<file path="src/rtl/mem_arbiter.sv">
// Two-port (CPU/DMA) round-robin arbiter in front of a single synchronous byte memory.
// One access at a time: IDLE -> ACCESS -> [WAIT xN] -> DONE -> IDLE.
module mem_arbiter #(
  parameter int unsigned WAIT = 0
) (
  input  logic        clock,
  input  logic        reset,
  input  logic        c_req,
  input  logic        c_wren,
  input  logic [15:0] c_address,
  input  logic [7:0]  c_data,
  output logic        c_ready,
  output logic [7:0]  c_rdata,
  input  logic        d_req,
  input  logic        d_wren,
  input  logic [15:0] d_address,
  input  logic [7:0]  d_data,
  output logic        d_ready,
  output logic [7:0]  d_rdata,
  output logic [15:0] m_address,
  output logic [7:0]  m_o_data,
  output logic        m_wren,
  input  logic [7:0]  m_i_data
);

  typedef enum logic [1:0] {S_IDLE, S_ACCESS, S_WAIT, S_DONE} state_e;

  localparam logic [2:0] WAIT_LD = 3'(WAIT);

  state_e     state_q;
  logic       gnt_q;    // current grantee: 0 = CPU, 1 = DMA
  logic       last_q;   // last grantee, same encoding
  logic       wr_q;
  logic [2:0] cnt_q;

  logic pick_dma_d;
  logic to_done_d;

  // DMA wins only when alone or when the CPU had the previous grant.
  assign pick_dma_d = d_req && (!c_req || !last_q);
  assign to_done_d  = (state_q == S_ACCESS && WAIT == 0) ||
                      (state_q == S_WAIT && cnt_q == 3'd1);

  always_ff @(posedge clock or posedge reset) begin
    if (reset) begin
      state_q   <= S_IDLE;
      gnt_q     <= 1'b0;
      last_q    <= 1'b1;
      wr_q      <= 1'b0;
      cnt_q     <= 3'd0;
      m_address <= 16'h0000;
      m_o_data  <= 8'h00;
      m_wren    <= 1'b0;
      c_ready   <= 1'b0;
      d_ready   <= 1'b0;
      c_rdata   <= 8'h00;
      d_rdata   <= 8'h00;
    end else begin
      case (state_q)
        S_IDLE: begin
          if (c_req || d_req) begin
            gnt_q     <= pick_dma_d;
            last_q    <= pick_dma_d;
            m_address <= pick_dma_d ? d_address : c_address;
            m_o_data  <= pick_dma_d ? d_data    : c_data;
            wr_q      <= pick_dma_d ? d_wren    : c_wren;
            m_wren    <= pick_dma_d ? d_wren    : c_wren;
            state_q   <= S_ACCESS;
          end
        end
        S_ACCESS: begin
          m_wren <= 1'b0;
          if (WAIT == 0) begin
            state_q <= S_DONE;
          end else begin
            cnt_q   <= WAIT_LD;
            state_q <= S_WAIT;
          end
        end
        S_WAIT: begin
          cnt_q <= cnt_q - 3'd1;
          if (cnt_q == 3'd1) state_q <= S_DONE;
        end
        S_DONE: begin
          c_ready <= 1'b0;
          d_ready <= 1'b0;
          state_q <= S_IDLE;
        end
        default: state_q <= S_IDLE;
      endcase

      // Read data is valid on the edge that enters DONE; writes leave rdata alone.
      if (to_done_d) begin
        if (gnt_q) begin
          d_ready <= 1'b1;
          if (!wr_q) d_rdata <= m_i_data;
        end else begin
          c_ready <= 1'b1;
          if (!wr_q) c_rdata <= m_i_data;
        end
      end
    end
  end

endmodule

</file>
<file path="config.mk">
export PLATFORM = sky130hd
export DESIGN_NAME = mem_arbiter
export DESIGN_NICKNAME = d
export VERILOG_FILES = /design/src/rtl/mem_arbiter.sv
export SDC_FILE = /design/constraint.sdc
export NUM_CORES = 1
export LEC_CHECK = 0
export ABC_AREA = 1
export BUFFER_PORTS_ARGS = -buffer_cell sky130_fd_sc_hd__buf_2
export CAP_MARGIN = 40
export CORE_AREA = 4 4 76 78
export CTS_CLUSTER_DIAMETER = 150
export CTS_CLUSTER_SIZE = 24
export DETAILED_ROUTE_END_ITERATION = 10
export DIE_AREA = 0 0 80 82
export PLACE_DENSITY_LB_ADDON = 0.2
export SYNTH_ARGS = -nofsm -noshare
export SYNTH_HDL_FRONTEND = slang
export SYNTH_SLANG_ARGS = --single-unit
</file>
<file path="constraint.sdc">
create_clock -name clock -period 4.5 [get_ports clock]
set_clock_uncertainty 0.15 [all_clocks]
set_input_delay 0.45 -clock clock [delete_from_list [all_inputs] [get_ports clock]]
set_output_delay 0.45 -clock clock [all_outputs]
set_load 0.02 [all_outputs]
</file>
==> impl_summary.md, run 1 <==
Clocking
After clock tree synthesis, the clock-pin slew on the worst setup and hold paths is 90 ps. The longest clock path from root to sink contains 2 buffers. Clock latency on the worst-skew pair, taken at its later pin, is 300 ps. The number of hold buffers added after CTS is 0. The post-CTS setup-driven buffer insertion count is 0. The root buffer cell is clkbuf_8. The total CTS buffers is 5. The clock sink count is 51.

The TritonCTS clock tree is done. The post-cts sizing count is 0. The H-tree depth reported by CTS is 2.

STA
The final critical path takes up 42.70% of the cycle. The final-report max-slew violation count was 0. In this run the tightest slew margin relative to its limit is 56.21%. Derived from the worst setup path, the maximum achievable clock frequency is 520.4 MHz. The final hold slack is 32.62 ps. The setup slack of the critical path after layout is 2578 ps. Setup violations remaining at the end of the flow were counted as 0. Setup repair after global routing left no endpoint under its margin. The final critical-path required period is 1922 ps. The transition time at the pin with the least slew margin is 656.8 ps. The final count of hold timing violations is 0. Summed over all failing endpoints, the final setup total negative slack is 0 ps.

Critical path
The kind of critical path is register to register. The worst register-to-register path begins at state_q[0]. The termination of the worst setup path is m_address[7]. The reg-to-reg setup timing slack is 2580 ps. The worst reg-to-reg path cell count is 6. In this run the critical register-to-register path is captured at m_address[7].

The launching instance or port of the critical path is state_q[0]. Data on the critical path arrives at its endpoint at 1950 ps. Data on the critical path is required at its endpoint by 4530 ps. The worst setup path is launched from a register. Along the worst path, the maximum fanout reaches 26. The worst setup path is captured at a register.

Place
The routability congestion estimate from global placement is 0.8401. After legalization and detailed placement, the total HPWL measured 4.364 mm. The count of port buffers added during placement is 104. Before CTS, the worst setup slack after placement is 2482 ps.

Synth
The leading cell type by number of instances after synthesis is nand2_1. When the netlist entered floorplanning its net count stood at 386. Synthesis instantiated 22 different standard cells from the library. Sorting the synthesized cells by how often they occur yields nand2_1 (178), dfrtp_1 (50), nand2_2 (22), nand3_1 (20), inv_1 (12).

The synthesis-stage register bit count is 51. The most frequently used flop master after synthesis is dfrtp_1. The post-synthesis instance area is 2549 sq um. Synthesis handed over a netlist of 317 instances. In this run the biggest area consumer among cell types represents 49.09% of the synthesized area.

For this run, the register share of the synthesized area comes to 50.12%. The proportion of register bits with asynchronous set or reset after synthesis is 100.0%. The library cell with the largest summed area after synthesis is dfrtp_1. The number of warning messages in the yosys log is 0. The number of flops mapped to enable cells by yosys is 0. Yosys attributes the largest share of cell area to dfrtp_1 (49%), nand2_1 (26%), nand2_2 (5.4%), nand3_1 (3.9%), ha_1 (3.4%). The post-synthesis average cell area is 8.040 sq um.

Job
The tool flagged a number of max-cap violations equal to 0.

Detailed routing
The average vias per placed instance is 4.662. The number of iterations in the first detailed-routing pass is 5. The routed wire length per instance is 11.87 microns. The detailed router placed 2289 vias in this run. The total detailed-routing wirelength is 5.829 mm. The DRC violation total after the first TritonRoute iteration is 109. The remaining routing DRC violations is 0. The detail route stage leaves a number of antenna-violating nets equal to 0.

GRT
In the global route stage, overall resource usage came out at 17.96%. The busiest layer in global routing is met2. Global routing used 3.838% of the available met3 tracks. The initial antenna violation count is 0.

Entering global routing, the biggest net connects 29 pins. The via count of the first global-routing pass is 2110. Global routing consumed, on the met1 layer, 21.57% of the routing resources. In the global route stage, met2 resource usage came out at 31.21%. The first global-routing pass estimated 9.266 mm of wire.

After global routing the overflow that remains totals 0.

Pwr
Summed over all nets, the switching power comes to 0.0009833 W. Combinational cells account for 49.9% of the total power. The leakage power is 1.900 nW. The sequential power share is 38.5%. The power per unit of standard cell area is 674.5 nW/um^2. The maximum vdd ir drop is 325.1 uV. The total power draw is 0.002132 W. The part of the total power dissipated in the clock network is 11.6%. The internal power consumption is 0.001149 W. Net switching is 46.12% of the power.

Cells and area
Summing all multi-input logic gate instances after layout gives 1102 sq um. Counting the fill cells in the layout gives 498. The post-route netlist has 33.97% of its cells at a drive strength greater than 1. In the final design database the tool counted 489 nets. Cells fill 62.28% of the core in the end. The layout-stage area growth over the synthesis result is 24.01%. The area taken by flip-flops and latches is 1277 sq um. The repair_antennas step left the layout with diodes totalling 0.

Die
The die is 82 microns tall. 105 I/O pins were placed. The starting density of the core is 50.22%.

The area of the placeable core is 5075 sq um. From left edge to right edge, the die measures 80 microns. The die covers 6560 sq um. The site row count is 26.

Outcome
The run finished with clean final reports.

Hold path
The worst hold path belongs to the class input port to async pin.
## layer usage
metal | share of wire (%) | routed length (microns)
met1 | 44 | 2588
met2 | 46 | 2671
met3 | 7.3 | 427
met4 | 2.4 | 142
met5 | 0 | 0
## worst min-delay path by stage
stage,from,end,slack (ps)
global placement,d_rdata[5],d_rdata[5],300
finish,reset,cnt_q[2],30
global route,reset,d_rdata[3],80
CTS,reset,d_rdata[4],50
detailed placement,d_rdata[7],d_rdata[7],300
floorplan,last_q,last_q,300
## state kept, by name, indices dropped and copies added (netlist names)
register,count
state_q,2
d_ready,1
d_rdata,8
cnt_q,3
c_ready,1
gnt_q,1
last_q,1
m_o_data,8
m_wren,1
m_address,16
c_rdata,8
wr_q,1
## metrics by stage
| step | instances | cell area (sq um) |
|---|---|---|
| floorplan | 317 | 2549 |
| finish | 491 | 3161 |
| detailed placement | 483 | 3080 |
| CTS | 491 | 3161 |
| global route | 491 | 3161 |
| global placement | 481 | 3045 |
## final cells by class
| class | count | share of cell area (%) |
|---|---|---|
| Timing Repair Buffer | 106 | 17.58 |
| Inverter | 14 | 1.821 |
| Multi-Input combinational cell | 242 | 34.88 |
| Sequential cell | 51 | 40.42 |
| Clock buffer | 8 | 2.534 |
| Tap cell | 70 | 2.771 |
## kinds of logic after synthesis
| family | synth area share [%] |
|---|---|
| xor+xnor | 0.6874 |
| simple gates | 37.80 |
| fa+ha+maj | 3.436 |
| flops | 50.12 |
| buf+inv | 6.627 |
| compound gates | 1.325 |
## critical path: stages, from the launching register on
cell     delay (ps)
dfrtp_1         430
inv_1            90
ha_1            260
o21ai_2         280
inv_2           360
nand2_1         170
nand2_1          60
## power groups by stage
stage / sequential (W) / combinational, W / clock (W)
global route: 0.000849 / 0.00120 / 0.000274
floorplan: 0.00104 / 0.000551 / 0
detailed placement: 0.000826 / 0.00108 / 0
global placement: 0.000822 / 0.00103 / 0
CTS: 0.000821 / 0.00108 / 0.000253
finish: 0.000821 / 0.00106 / 0.000247
## cells in the final DEF (no fill, tap or decap), types with 2 or more instances in the layout
master and instances:
nand2_1 178, buf_2 104, dfrtp_1 50, nand2_2 22, nand3_1 20, inv_1 11
ha_1 7, clkbuf_8 5, o21ai_1 3, clkbuf_1 3, nand2_4 2, inv_2 2
xor2_1 2, nor2_1 2
Note: power is estimated with default switching activity, not from simulation.
==> run 2, diff against run 1 <==
--- a/config.mk
+++ b/config.mk
@@ -8,11 +8,11 @@
 export ABC_AREA = 1
 export BUFFER_PORTS_ARGS = -buffer_cell sky130_fd_sc_hd__buf_2
 export CAP_MARGIN = 40
-export CORE_AREA = 4 4 76 78
+export CORE_AREA = 4 4 78 80
 export CTS_CLUSTER_DIAMETER = 150
 export CTS_CLUSTER_SIZE = 24
 export DETAILED_ROUTE_END_ITERATION = 10
-export DIE_AREA = 0 0 80 82
+export DIE_AREA = 0 0 82 84
 export PLACE_DENSITY_LB_ADDON = 0.2
 export SYNTH_ARGS = -nofsm -noshare
 export SYNTH_HDL_FRONTEND = slang
==> constraint.sdc (replaced) <==
create_clock -name clock -period 1.81 [get_ports clock]
set_clock_uncertainty 0.15 [all_clocks]
set_input_delay 0.181 -clock clock [delete_from_list [all_inputs] [get_ports clock]]
set_output_delay 0.181 -clock clock [all_outputs]
set_load 0.02 [all_outputs]
==> run 2 against run 1 <==
Core utilization shrank 1.4 points. Critical endpoint is now c_rdata[1]. Wire length barely moved. Highest routed layer unchanged. Combinational power rose to 2.5 times the previous value.
==> impl_summary.md, run 2 (synthesis results as in run 1) <==
Cells and area
The area of the multi-input gates is 1102 sq um (unchanged). Most frequent cells in the layout: nand2_1 (178), buf_2 (104), dfrtp_1 (50), nand2_2 (22), nand3_1 (20) (unchanged). The final net count was 499 (was 489). The share of final-layout standard cells stronger than drive strength 1 came to 34.11% (was 33.97%). The area taken by flip-flops and latches is 1277 sq um (unchanged). The layout-stage area growth over the synthesis result is 29.21% (was 24.01%). The count of antenna diodes in the layout is 0 (unchanged). The register with the most flip-flops is m_address (unchanged). The number of filler cells placed in the layout is 526 (was 498).

The number of flip-flops in the largest register is 16 (unchanged). The most common cell after layout, fill and taps aside is nand2_1 (unchanged).

STA
The final-report max-slew violation count was 0 (unchanged). The final worst-path cycle share came to 91.65% (was 42.70%). The final critical-path required period is 1659 ps (was 1922 ps).

The final-report setup violation count came to 0 (unchanged). The transition time at the pin with the least slew margin is 362.0 ps (was 656.8 ps). The final-layout setup total negative slack is 0 ps (unchanged). Unrepaired setup endpoints after global routing: false (unchanged).

The remaining max-slew budget at the tightest pin is 75.84% (was 56.21%). The final count of hold timing violations came to 0 (unchanged). The achievable frequency is 602.9 MHz (was 520.4 MHz).

Hold path
The worst min-delay path startpoint is d_address[9]. The hold path depth is 5. The worst hold path endpoint is m_address[9]. The type of the worst min-delay path is input port to register (was input port to async pin).

Critical path
The kind of critical path was register to register (unchanged). The largest fanout on the critical path is 19 (was 26). The worst reg-to-reg path cell count is 7 (was 6). The endpoint required time on the critical path was 1860 ps (was 4530 ps). The most repeated library cell on the critical path is nand2_1 (unchanged). The worst stage delay on the critical path came to 430 ps (about the same).

The critical path startpoint category is a register (unchanged). The critical path data arrival time came to 1710 ps (was 1950 ps). Sequence of cells on the critical path: inv_1, ha_1, nand3_2, nand2_4, nand2_2, nand2_1, nand2_1 (was inv_1, ha_1, o21ai_2, inv_2, nand2_1, nand2_1). The cell with the largest stage delay on the worst path is dfrtp_1 (unchanged). The reg-to-reg setup timing slack is 150 ps (was 2580 ps). The gate family responsible for the most delay along the worst path is simple AND/OR/NAND/NOR gates (was buffers and inverters).

The critical register-to-register path startpoint is state_q[0] (unchanged). The endpoint of the worst register-to-register path is c_rdata[1] (was m_address[7]). The critical path buffer and inverter count is 1 (was 2). The critical path capture point type is a register (unchanged).

Die
The width of the die is 82 microns (was 80 microns). The area enclosed by the die boundary is 6888 sq um (was 6560 sq um). The site row count was 27 (was 26). The starting density of the core is 47.15% (was 50.22%).

The number of I/O pins is 105 (unchanged). The overall die height is 84 microns (was 82 microns). The area of the placeable core is 5405 sq um (was 5075 sq um).

GRT
The initial antenna violation count is 0 (unchanged). The via count of the first global-routing pass is 2111 (was 2110). The maximum number of pins on one net before global-route repair is 52 (was 29). The first-pass GRT wire length is 9.473 mm (was 9.266 mm). The aggregate global routing overflow is 0 (unchanged). The overall fraction of global-route tracks in use is 17.23% (was 17.96%).

Place
The routability congestion estimate from global placement was 0.7684 (was 0.8401). The half-perimeter wire length after placement is 4.354 mm (was 4.364 mm). The count of port buffers added during placement is 104 (unchanged).

Clocking
The total CTS buffers is 5 (unchanged). The clock transition at the registers of the reported paths is 90 ps (about the same). The post-CTS setup-driven buffer insertion count was 0 (unchanged). The TritonCTS clock tree is done (unchanged).

The clock network latency to the later pin of the worst-skew pair is 300 ps (about the same). The root buffer cell is clkbuf_8 (unchanged). The H-tree depth reported by CTS is 2 (unchanged).

The number of buffers on the longest clock path is 2 (unchanged). The clock sink count is 51 (unchanged).

Job
The max-cap check violation count is 0 (unchanged).

Detailed routing
The total detailed-routing wirelength was 5.824 mm (was 5.829 mm). The remaining routing DRC violations is 0 (unchanged). The average vias per placed instance came to 4.571 (was 4.662). The number of nets with antenna violations after detailed routing is 0 (unchanged).

The routed wire length per instance is 11.58 microns (was 11.87 microns). The number of iterations in the first detailed-routing pass is 4 (was 5). The overall via count from detail_route is 2299 (was 2289). The DRC violation total after the first TritonRoute iteration came to 87 (was 109).

Pwr
The maximum vdd ir drop is 725.9 uV (was 325.1 uV). The leakage power was 1.961 nW (was 1.900 nW). The power per unit of standard cell area was 1666 nW/um^2 (was 674.5 nW/um^2). The total power draw is 0.005487 W (was 0.002132 W).

Outcome
Outcome: completed (unchanged).
## run 2: changes by cell type in the layout (fill, tap and decap cells not counted), sizes merged
cell	previous run	this run
buf	106	107
dlygate4sd3	0	9
clkbuf	8	6
bufinv	0	1
clkinv	0	1
## run 2: cell type report
| type | instances | area share [%] |
|---|---|---|
| tap | 72 | 2.736 |
| multi-input combinational | 242 | 33.47 |
| inverter | 14 | 1.824 |
| sequential | 51 | 38.79 |
| timing repair buffer | 116 | 19.60 |
| clock buffer | 6 | 2.508 |
| clock inverter | 2 | 1.064 |
## run 2: worst max-delay path by stage
stage,startpoint,end,slack (ps),depth (start not counted)
2_1_floorplan,reset,c_rdata[0],250,1
3_3_place_gp,state_q[0],d_rdata[3],210,7
3_5_place_dp,state_q[0],c_rdata[1],160,7
4_1_cts,state_q[0],c_rdata[1],150,7
5_1_grt,state_q[0],c_rdata[6],6,7
6_report,state_q[0],c_rdata[1],150,7
## run 2: worst reg2reg max path, delay by kind of cell, from the launching register on
family | cells | cell delay (ps)
buffers and inverters | 1 | 100
adders and majority gates | 1 | 270
DFF | 1 | 430
and+or+nand+nor | 5 | 610
## run 2: stage by stage
stage / setup WS [ps] / utilization (%) / instances / hold WS [ps] / area, sq um
after floorplan: 251.1 / - / 317 / 175.7 / 2549
after global placement: 206.3 / 57.04 / 486 / 95.86 / 3083
after detailed placement: 163.0 / 57.04 / 486 / 103.4 / 3083
after CTS: 148.8 / 60.88 / 503 / 2.980 / 3291
after global routing: 5.560 / 60.93 / 503 / 11.42 / 3293
final: 151.2 / 60.93 / 503 / 16.14 / 3293
## run 2: timing repair
action                                 CTS  global route
resized for setup                        0             2
setup endpoints to repair                0             1
hold buffers                             9             0
endpoints found under the hold margin   66             0
## run 2: routing by layer
layer / vias up / wire length, microns / track usage (%) / part of all wire (%)
met3: 5 / 410 / 2.916 / 7.0
met2: 67 / 2701 / 27.85 / 46
met4: 0 / 72 / 5.891 / 1.2
met1: 1034 / 2639 / 23.04 / 45
met5: - / 0 / 0 / 0
li1: 1193 / - / - / -
## run 2: power breakdown
| part | leakage, nW | internal (W) | switching [W] |
|---|---|---|---|
| Sequential | 0.627 | 0.00170 | 0.000326 |
| Combinational | 1.27 | 0.000885 | 0.00177 |
| Clock | 0.0612 | 0.000447 | 0.000361 |
==> run 3, diff against run 2 <==
--- a/config.mk
+++ b/config.mk
@@ -8,11 +8,11 @@
 export ABC_AREA = 1
 export BUFFER_PORTS_ARGS = -buffer_cell sky130_fd_sc_hd__buf_2
 export CAP_MARGIN = 40
-export CORE_AREA = 4 4 78 80
+export CORE_AREA = 4 4 67 94
 export CTS_CLUSTER_DIAMETER = 150
 export CTS_CLUSTER_SIZE = 24
 export DETAILED_ROUTE_END_ITERATION = 10
-export DIE_AREA = 0 0 82 84
+export DIE_AREA = 0 0 71 98
 export PLACE_DENSITY_LB_ADDON = 0.2
 export SYNTH_ARGS = -nofsm -noshare
 export SYNTH_HDL_FRONTEND = slang
==> run 3 against run 2 <==
Flip-flop and latch count unchanged. Core utilization decreased by 1.2 points. Fmax increased by 0.19%. Critical path depth decreased by 1. Worst setup slack improved by 3.2 ps. Cell area decreased by 1.2%. Final cell count decreased by 0.80%. Total power decreased by 3.4%. Sequential share of layout area increased by 0.46 points.
==> impl_summary.md, run 3 (synthesis results as in run 1) <==
Outcome
Outcome: completed (unchanged).

Die
The site row count is 32 (was 27). The overall die height is 98 microns (was 84 microns). The width of the die is 71 microns (was 82 microns). The starting density of the core was 46.81% (was 47.15%).

The area enclosed by the die boundary was 6958 sq um (was 6888 sq um). The number of I/O pins is 105 (unchanged). The area of the placeable core came to 5445 sq um (was 5405 sq um).

Hold path
The worst min-delay path startpoint is d_address[10] (was d_address[9]). The worst hold path endpoint is m_address[10] (was m_address[9]). The type of the worst min-delay path is input port to register (unchanged). The hold path depth was 5 (unchanged).

Cells and area
The share of final-layout standard cells stronger than drive strength 1 was 33.87% (was 34.11%). The final instance area came to 3254 sq um (was 3293 sq um). The most common cell after layout, fill and taps aside is nand2_1 (unchanged).

The register with the most flip-flops is m_address (unchanged). The layout-stage area growth over the synthesis result is 27.69% (was 29.21%). The number of flip-flops in the largest register is 16 (unchanged).

The count of antenna diodes in the layout is 0 (unchanged). The final net count is 499 (unchanged). Most frequent cells in the layout: nand2_1 (178), buf_2 (104), dfrtp_1 (50), nand2_2 (22), nand3_1 (20) (unchanged).

Critical path
The critical register-to-register path startpoint is state_q[0] (unchanged). Sequence of cells on the critical path: inv_1, ha_1, o21ai_2, buf_4, nand2_1, nand2_1 (was inv_1, ha_1, nand3_2, nand2_4, nand2_2, nand2_1, nand2_1). The critical path buffer and inverter count came to 2 (was 1).

The largest fanout on the critical path is 21 (was 19). The worst reg-to-reg path cell count is 6 (was 7). The most repeated library cell on the critical path is nand2_1 (unchanged). The critical path capture point type was a register (unchanged). The cell with the largest stage delay on the worst path is dfrtp_1 (unchanged). The endpoint required time on the critical path is 1900 ps (was 1860 ps).

The kind of critical path is register to register (unchanged). The critical path startpoint category is a register (unchanged). The reg-to-reg setup timing slack is 150 ps (about the same).

The gate family responsible for the most delay along the worst path is buffers and inverters (was simple AND/OR/NAND/NOR gates). The number of cells on the critical path was 6 (was 7). The endpoint of the worst register-to-register path is m_address[0] (was c_rdata[1]). The critical path data arrival time is 1750 ps (was 1710 ps). The worst stage delay on the critical path is 420 ps (was 430 ps).

GRT
The first-pass GRT wire length is 9.963 mm (was 9.473 mm). The maximum number of pins on one net before global-route repair came to 34 (was 52). The via count of the first global-routing pass is 2246 (was 2111).

The aggregate global routing overflow is 0 (unchanged). The initial antenna violation count is 0 (unchanged). The overall fraction of global-route tracks in use is 17.72% (was 17.23%).

Clocking
The root buffer cell is clkbuf_8 (unchanged). The clock network latency to the later pin of the worst-skew pair is 300 ps (about the same). The TritonCTS clock tree is done (unchanged). The number of buffers on the longest clock path is 2 (unchanged). The clock transition at the registers of the reported paths is 90 ps (about the same). The clock sink count was 51 (unchanged). The total CTS buffers is 5 (unchanged). The post-CTS setup-driven buffer insertion count is 0 (unchanged). The H-tree depth reported by CTS was 2 (unchanged).

Detailed routing
The number of iterations in the first detailed-routing pass is 4 (unchanged). The detailed route wirelength on metal3 is 415 microns (was 410 microns). The remaining routing DRC violations is 0 (unchanged). The total detailed-routing wirelength was 5.947 mm (was 5.824 mm). The wire length on met1 is 2.485 mm (was 2.639 mm). The average vias per placed instance came to 4.643 (was 4.571). The DRC violation total after the first TritonRoute iteration was 134 (was 87). The met2 wire length is 2.907 mm (was 2.701 mm). The overall via count from detail_route was 2317 (was 2299).

The number of nets with antenna violations after detailed routing is 0 (unchanged). The routed wire length per instance came to 11.92 microns (was 11.58 microns). The top routing layer in use is met4 (unchanged).

STA
The final-layout setup total negative slack is 0 ps (unchanged). The transition time at the pin with the least slew margin is 428.6 ps (was 362.0 ps). The final-report max-slew violation count is 0 (unchanged). The achievable frequency is 604.0 MHz (was 602.9 MHz). The final critical-path required period came to 1656 ps (was 1659 ps).

The final hold slack came to 11.97 ps (was 16.14 ps). The remaining max-slew budget at the tightest pin is 71.42% (was 75.84%). The setup slack of the critical path after layout is 154.4 ps (was 151.2 ps). The final-report setup violation count was 0 (unchanged). The final count of hold timing violations is 0 (unchanged). The final worst-path cycle share was 91.47% (was 91.65%). Unrepaired setup endpoints after global routing: false (unchanged).

Pwr
The power per unit of standard cell area was 1629 nW/um^2 (was 1666 nW/um^2). The leakage power is 1.940 nW (was 1.961 nW). The maximum vdd ir drop came to 730.7 uV (was 725.9 uV).

Place
The half-perimeter wire length after placement is 4.433 mm (was 4.354 mm). The routability congestion estimate from global placement is 0.8364 (was 0.7684). The placed cell area is 3078 sq um (was 3083 sq um). The worst slack after detailed placement is 125.1 ps (was 163.0 ps).

The count of port buffers added during placement is 104 (unchanged).

Job
The max-cap check violation count was 0 (unchanged).
## run 3: cell count changes in the layout (fill, tap and decap cells not counted)
cell / before / now
bufinv_16: 1 / 0
clkbuf_1: 0 / 2
clkbuf_8: 6 / 5
ha_1: 7 / 6
ha_2: 0 / 1
## run 3: power by group
group | switching [W] | internal (W) | leakage, nW
registers | 0.000317 | 0.00170 | 0.627
logic | 0.00177 | 0.000886 | 1.27
clock network | 0.000359 | 0.000272 | 0.0422
total | 0.00244 | 0.00286 | 1.94
## run 3: area by class of cell
class                           instances  area, sq um
Clock buffer                            7        76.32
Clock inverter                          1        5.005
Fill cell                             533         2191
Inverter                               14        60.06
Multi-Input combinational cell        242         1105
Sequential cell                        51         1277
Tap cell                               68        85.08
Timing Repair Buffer                  116        645.6
## run 3: repair_timing
action,in CTS,in global routing
setup endpoints to repair,0,10
hold buffers,9,0
gates resized for setup,0,3
endpoints found under the hold margin,29,0
## run 3: through the flow
step,power (W),cells,util (%)
6_report,0.005303,499,59.77
3_3_place_gp,0.004649,482,56.53
2_1_floorplan,0.003947,317,-
4_1_cts,0.005355,499,59.67
5_1_grt,0.005787,499,59.77
3_5_place_dp,0.004703,482,56.53
## run 3: worst max path at each step
stage,start,slack [ps],end
2_1_floorplan,reset,250,c_rdata[0]
3_3_place_gp,state_q[0],160,c_rdata[7]
3_5_place_dp,state_q[0],130,c_rdata[6]
4_1_cts,state_q[0],120,c_rdata[6]
5_1_grt,state_q[0],20,m_address[8]
6_report,state_q[0],150,m_address[0]
## run 3: routing by layer
layer	global-route usage, %	up-vias
met5	0	-
met4	6.657	0
met3	4.325	11
met2	29.88	86
met1	21.74	1031
li1	-	1189
## run 3: worst min-delay path, stage by stage
cell and delay [ps]:
buf_2 80, nand2_2 40, nand2_1 50, nand2_1 40
nand2_1 40
